File: config.mk
export PLATFORM = sky130hd
export DESIGN_NAME = tx_frame_piso
export DESIGN_NICKNAME = d
export VERILOG_FILES = /design/src/rtl/tx_frame_piso.sv
export SDC_FILE = /design/constraint.sdc
export NUM_CORES = 1
export LEC_CHECK = 0
export ABC_AREA = 1
export BUFFER_PORTS_ARGS = -buffer_cell sky130_fd_sc_hd__buf_4
export CAP_MARGIN = 20
export CELL_PAD_IN_SITES_DETAIL_PLACEMENT = 1
export CELL_PAD_IN_SITES_GLOBAL_PLACEMENT = 1
export CORE_ASPECT_RATIO = 0.6
export CORE_MARGIN = 1.5
export CORE_UTILIZATION = 30
export CTS_CLUSTER_SIZE = 30
export DETAILED_ROUTE_END_ITERATION = 10
export HOLD_SLACK_MARGIN = 0.12
export PLACE_DENSITY = 0.67
export SETUP_SLACK_MARGIN = 0.4
export SYNTH_ARGS = -nofsm -noshare
export SYNTH_HDL_FRONTEND = slang
export SYNTH_SLANG_ARGS = --single-unit
File: constraint.sdc
create_clock -name BaudOut -period 1.7 [get_ports BaudOut]
set_clock_uncertainty 0.05 [all_clocks]
set_input_delay 0.255 -clock BaudOut [delete_from_list [all_inputs] [get_ports BaudOut]]
set_output_delay 0.255 -clock BaudOut [all_outputs]
set_load 0.01 [all_outputs]
File: src/rtl/tx_frame_piso.sv
// -----------------------------------------------------------------------------
// tx_frame_piso
//   UART transmit framer and parallel-in/serial-out shifter. One bit leaves on
//   DataOut per BaudOut cycle. A Send request in IDLE latches DataIn onto
//   RegOut. RegOut feeds an external parity unit. That unit's ParityOut is
//   sampled back at the end of the data bits. The serial frame is:
//   start(0), data LSB-first, optional parity, stop(1) [, second stop(1)].
//
// Optional feature macro: UART_TX_TWO_STOP_EN
//   defined   : StopBits port present; STOP2 state reachable (two stop bits).
//   undefined : StopBits port and STOP2 removed; always one stop bit.
//
// Parameters
//   DATA_WIDTH  data bits per frame, 5..8; RegOut is zero-extended above it.
//
// Ports
//   BaudOut     in   clock, one rising edge per bit time
//   ResetN      in   asynchronous active-low reset
//   DataIn      in   parallel data, sampled when Send is accepted
//   Send        in   frame request level, sampled only in IDLE
//   ParityType  in   00/11 none, 01 odd, 10 even (captured per frame)
//   ParityOut   in   parity bit computed externally from RegOut
//   StopBits    in   0 = one stop bit, 1 = two (UART_TX_TWO_STOP_EN only)
//   RegOut      out  latched frame data for the parity unit
//   DataOut     out  serial TX line, idle high
//   Active      out  high from start bit through last stop bit
//   Done        out  one-cycle pulse during the final stop bit
// -----------------------------------------------------------------------------
module tx_frame_piso #(
  parameter int unsigned DATA_WIDTH = 8
) (
  input  logic                  BaudOut,
  input  logic                  ResetN,
  input  logic [DATA_WIDTH-1:0] DataIn,
  input  logic                  Send,
  input  logic [1:0]            ParityType,
  input  logic                  ParityOut,
`ifdef UART_TX_TWO_STOP_EN
  input  logic                  StopBits,
`endif
  output logic [7:0]            RegOut,
  output logic                  DataOut,
  output logic                  Active,
  output logic                  Done
);

  typedef enum logic [2:0] {
    S_IDLE,
    S_START,
    S_DATA,
    S_PARITY,
    S_STOP
`ifdef UART_TX_TWO_STOP_EN
    , S_STOP2
`endif
  } state_e;

  localparam logic [2:0] LAST_IDX = 3'(DATA_WIDTH - 1);

  state_e      state_q, state_d;
  logic [7:0]  regout_q, regout_d;
  logic        dout_q, dout_d;
  logic        active_q, active_d;
  logic        done_q, done_d;
  logic [2:0]  cnt_q, cnt_d;
  // The 3-bit index cannot represent DATA_WIDTH=8, so the count saturates at
  // the last bit index and this flag marks that the last bit is on the line.
  logic        last_q, last_d;
  logic        par_en_q, par_en_d;
  logic        two_stop;

`ifdef UART_TX_TWO_STOP_EN
  logic        stop2_q, stop2_d;
  assign two_stop = stop2_q;
`else
  assign two_stop = 1'b0;
`endif

  always_comb begin
    state_d  = state_q;
    regout_d = regout_q;
    dout_d   = dout_q;
    active_d = active_q;
    done_d   = 1'b0;
    cnt_d    = cnt_q;
    last_d   = last_q;
    par_en_d = par_en_q;
`ifdef UART_TX_TWO_STOP_EN
    stop2_d  = stop2_q;
`endif

    case (state_q)
      S_IDLE: begin
        dout_d   = 1'b1;
        active_d = 1'b0;
        if (Send) begin
          regout_d = 8'(DataIn);
          // 01 and 10 are the only codes that carry a parity slot.
          par_en_d = ^ParityType;
`ifdef UART_TX_TWO_STOP_EN
          stop2_d  = StopBits;
`endif
          dout_d   = 1'b0;
          active_d = 1'b1;
          cnt_d    = '0;
          last_d   = 1'b0;
          state_d  = S_START;
        end
      end

      S_START: begin
        dout_d  = regout_q[0];
        cnt_d   = 3'd1;
        last_d  = 1'b0;
        state_d = S_DATA;
      end

      S_DATA: begin
        if (last_q) begin
          if (par_en_q) begin
            dout_d  = ParityOut;
            state_d = S_PARITY;
          end else begin
            dout_d  = 1'b1;
            done_d  = ~two_stop;
            state_d = S_STOP;
          end
        end else begin
          dout_d = regout_q[cnt_q];
          if (cnt_q == LAST_IDX) begin
            last_d = 1'b1;
          end else begin
            cnt_d = cnt_q + 3'd1;
          end
        end
      end

      S_PARITY: begin
        dout_d  = 1'b1;
        done_d  = ~two_stop;
        state_d = S_STOP;
      end

      S_STOP: begin
        dout_d = 1'b1;
`ifdef UART_TX_TWO_STOP_EN
        if (two_stop) begin
          done_d  = 1'b1;
          state_d = S_STOP2;
        end else begin
          active_d = 1'b0;
          state_d  = S_IDLE;
        end
`else
        active_d = 1'b0;
        state_d  = S_IDLE;
`endif
      end

`ifdef UART_TX_TWO_STOP_EN
      S_STOP2: begin
        dout_d   = 1'b1;
        active_d = 1'b0;
        state_d  = S_IDLE;
      end
`endif

      default: begin
        dout_d   = 1'b1;
        active_d = 1'b0;
        state_d  = S_IDLE;
      end
    endcase
  end

  always_ff @(posedge BaudOut or negedge ResetN) begin
    if (!ResetN) begin
      state_q  <= S_IDLE;
      regout_q <= '0;
      dout_q   <= 1'b1;
      active_q <= 1'b0;
      done_q   <= 1'b0;
      cnt_q    <= '0;
      last_q   <= 1'b0;
      par_en_q <= 1'b0;
`ifdef UART_TX_TWO_STOP_EN
      stop2_q  <= 1'b0;
`endif
    end else begin
      state_q  <= state_d;
      regout_q <= regout_d;
      dout_q   <= dout_d;
      active_q <= active_d;
      done_q   <= done_d;
      cnt_q    <= cnt_d;
      last_q   <= last_d;
      par_en_q <= par_en_d;
`ifdef UART_TX_TWO_STOP_EN
      stop2_q  <= stop2_d;
`endif
    end
  end

  assign RegOut  = regout_q;
  assign DataOut = dout_q;
  assign Active  = active_q;
  assign Done    = done_q;

endmodule

## Word level (Yosys, flattened, before mapping)

Cells that the tools add are included.
W data, S select, Z words.

- $add $sub $neg: 1
- $lt $le $gt $ge: 1
- Equal/unequal tests: 8
- Mux-type cells: 23
- Reduce and logical (&&, ||, !) cells: 8

Operators with widths:

| cell | number |
|---|---|
| $mux W3 | 6 |
| $pmux W3 S4 | 1 |
| $mux W1 | 10 |
| $pmux W3 S3 | 1 |
| $ne A2 B2 Y1 const B | 4 |
| $eq A3 B2 Y1 const B | 2 |
| $pmux W1 S3 | 2 |
| $reduce_and A2 Y1 | 3 |
| $lt A3 B4 Y1 const B | 1 |
| $pmux W1 S2 | 2 |
| $reduce_and A4 Y1 | 1 |
| $add A3 B1 Y3 const B | 1 |
| $bmux W1 S3 | 1 |
| $eq A3 B1 Y1 const B | 1 |
| $eq A3 B3 Y1 const B | 1 |
| $logic_not A3 Y1 | 1 |
| $reduce_bool A3 Y1 | 1 |
| $reduce_or A3 Y1 | 1 |
| $reduce_xor A2 Y1 | 1 |

- Flip-flop bits (word level): 19
- Input bits: 14

## Logic depth before layout (Yosys ltp)

- Depth after elaboration: 4
- Depth in mapped cells: 7

## Worst setup path after synthesis

OpenSTA, ideal clock, no wires.

- Kind: register to register
- Start: register cnt_q[1]
- End: register cnt_q[1]
- Library setup time: 0.121 ns
- Arrival time: 1.319 ns
- Data required time: 1.529 ns
- Slack: 0.210 ns
- Cell stages (with the launch flop): 8
- Path buffers: 0
- Path through: dfrtp_1 ha_1 ha_1 or2_2 nand2_1 nand3_2 nand2_1 o21ai_1

- Word-level cells in the longest chain between the ends: 4
- Elaborated cells on any way between the ends: 7
- Those cells by class: add/sub (1); eq/ne (2); mux (3); reduce/logical (1)

Ends and longest elaborated chain:

| item | line | RTL |
|---|---|---|
| start: declaration | 65 | `logic [2:0] cnt_q, cnt_d;` |
| start signal: assignment | 195 | `cnt_q <= cnt_d;` |
| $add A3 B1 Y3 | 133 | `cnt_d = cnt_q + 3'd1;` |
| $mux W3 | 130 | `if (cnt_q == LAST_IDX) begin` |
| $mux W3 | 119 | `if (last_q) begin` |
| $pmux W3 S3 | 92 | `case (state_q)` |

Parallel ways exist; a longest one is shown, timed or not. The select of a mux whose other input is x is not followed.
A chain may end at the register's enable or synchronous reset.

## Worst setup path after layout

Ends and elaborated chain as after synthesis.

==> summary.md <==
| Metric | Value |
|---|---|
| Worst min path class | primary input to register |
| Share of synthesized flip-flops with an asynchronous set or reset | 100% |
| Die ar. | ~0.0035 sq mm |
| Synth Flop Type | dfrtp_1 |
| Startpoint types | register |
| Clock Sinks | 19 |
| GRT Total Usage | 16.1% |
| H-tree Lvls | 1 |
| Iteration-0 DRC count of the detailed router | 43 |
| CP Data Required Time | around 1.8 ns |
| Synth area leader | dfrtp_1 |
| Setup violators final | 0 |
| Synth Cell Area | 948 sq um |
| Setup CP Type | register to register |
| Yosys top cell area share | between 40% and 50% |
| CP Capture Type | register |
| Max-Cap Viols | 0 |
| Hold Vio Cnt, Final | 0 |
| Worst-Margin Slew | 0.321 ns |
| Vias in the first global route | 835 |
| Total Neg Setup Slack | 0 ns |
| Port Buffers | 24 |
| Power Density | 1780 mW/mm^2 |
| Maximum root-to-sink buffer count | 2 |
| EDFF count, synth | 0 |
| Post-synthesis sequential area ratio | 50.3% |
| Highest clock rate | 0.707 GHz |
| Initial antenna violation count | 0 |
| Pre-antenna DRT Iters | 4 |
| Die Y | between 40 and 50 um |
| Count leader, synth | nand2_1 |
| Setup ws final | 0.286 ns |
| Clock transition at path regs | 0.08 ns |
| Core area | 0.00295 sq mm |
| Outcome | completed |
| Synth Net Count | 129 |
| Remaining DRCs | 0 |
| Min Tclk post-route | 1.41 ns |
| Max VDD drop | 0.000780 V |
| Area Overhead vs Synth | 34.8% |
| Yosys warns | 0 |
| WL/cell | 13.3 um |
| Netlist cell types | 24 |
| Detailed-route via count | approximately 830 |
| Slew Limit Fails | 0 |
| Synth top area cells | dfrtp_1 47%, nand2_1 13%, o21ai_1 4.7% |
| Post-DP HPWL | roughly 1.9 mm |
| Root buffer cell | clkbuf_8 |
| Clk_lat worst skew | 0.26 ns |
| Worst-path fanout max | 5 |
| Die W | 75.6 um |
| Final antenna-violating net count | 0 |
| Synth Instances | 113 |
| Final GP Congestion | between 0.7 and 0.8 |
| Num ports | 25 |
| Routed Wire Length | between 2 and 2.5 mm |
| Initial core utilization | 32.2% |
| N_diodes | 0 |
| Fillers | approximately 370 |
| Worst Path Arrival | 1.52 ns |
| Total grt overflow | 0 |
| #FFs+latches synth | 19 |
| Drt via density | 4.48 |
| Slew margin rel. | 78.6% |
| Unrepaired setup endpoints after global routing | true |
| First-pass GRT wire length | 4.00 mm |
| Largest net degree at the start of global routing | 20 |
| Most instantiated cells after synthesis | 34 x nand2_1, 18 x dfrtp_1, 12 x inv_1, 9 x o21ai_1 |
| Period utilization | 83.2% |
| Avg Inst Size Synth | 8.39 sq um |
| P_leak | 0.000657 uW |
| TritonCTS buffer count | 3 |
| Number of cell rows | 15 |
| CTS tree | built |
| Worst slack, placed | 0.182 ns |
| Share of cells above drive strength 1 | 32.9% |
| Nets | 160 |
sequential cells by signal, summed over array words and instances (netlist names):
name / cells
cnt_q: 3
Active: 1
last_q: 1
RegOut: 8
DataOut: 1
Done: 1
par_en_q: 1
state_q: 3
worst max-delay path, cell delays in order (launching register included):
cell     delay [ns]
dfrtp_1        0.39
ha_2           0.18
ha_2           0.16
or2_4          0.24
nand2_4        0.07
nand3_4        0.08
nand2_1        0.07
o21ai_1        0.06
through the flow:
stage	instance area (sq um)	hold WS (ns)	instances	utilization (%)	total power, uW
after detailed placement	1180	0.0983	178	40.1	1880
after global routing	1280	0.136	185	43.4	2460
final	1280	0.138	185	43.4	2270
after CTS	1270	0.136	185	43.2	2270
after global placement	1180	0.0997	178	40.1	1840
after floorplan	958	-0.0906	113	-	1470
layout make-up:
type,count,area (sq um),area share (%)
flip-flops and latches,19,478,37.4
clock inverters,1,5.00,0.391
clock buffers,3,41.3,3.23
inverters,15,58.8,4.60
repair buffers,28,213,16.6
multi-input cells,77,430,33.7
well taps,42,52.6,4.11
repair_timing:
item / in CTS / in global routing
setup buffers: 2 / 0
hold endpoints to repair: 19 / 0
gates cloned: 0 / 0
pin swaps: 3 / 0
setup endpoints to repair: 9 / 7
hold buffers: 1 / 0
gates resized for setup: 4 / 2
per-layer routing:
layer | vias up | part of all wire [%] | global-route usage [%]
met5 | - | 0 | 0
met4 | 0 | 0.49 | 3.21
met3 | 2 | 3.9 | 4.60
met1 | 381 | 53 | 22.6
li1 | 425 | - | -
met2 | 20 | 43 | 24.9
final timing paths:
check                           cells after the start               endpoint            startpoint  slack, ns
worst min-delay path                                3  RegOut[0]$_DFFE_PN0P_             DataIn[0]       0.14
worst min register to register                      2     Active$_DFFE_PN0N_    Active$_DFFE_PN0N_       0.49
max in group asynchronous                           2      DataOut$_DFF_PN1_                ResetN       0.97
worst max register to register                      7   cnt_q[1]$_DFFE_PN0P_  cnt_q[1]$_DFFE_PN0P_       0.29
min in group asynchronous                           2   par_en_q$_DFFE_PN0P_                ResetN       0.35
worst max-delay path                                7   cnt_q[1]$_DFFE_PN0P_  cnt_q[1]$_DFFE_PN0P_       0.29
cells by family (layout without fill, tap and decap cells):
family / Yosys count / after routing / synth area share, %
compound gates: 18 / 18 / 10.0
xor+xnor: 1 / 1 / 0.924
fa+ha+maj: 2 / 2 / 2.64
buf+inv: 17 / 47 / 7.92
flops: 19 / 19 / 50.3
simple gates: 56 / 56 / 28.2
report_power, final:
group	switching (uW)	internal, uW
combinational	664	473
sequential	159	652
clock	163	163
total	986	1290
cell usage in the layout (no fill, tap or decap), drive strengths merged, types with 2 or more instances in the layout:
cell,n
a21oi,2
nor2,7
inv,15
ha,2
nand3,8
o211ai,2
nand3b,2
buf,27
dfrtp,18
o21ai,14
nor3,2
nand2,35
clkbuf,3
Power figures use the tool's default switching activity.
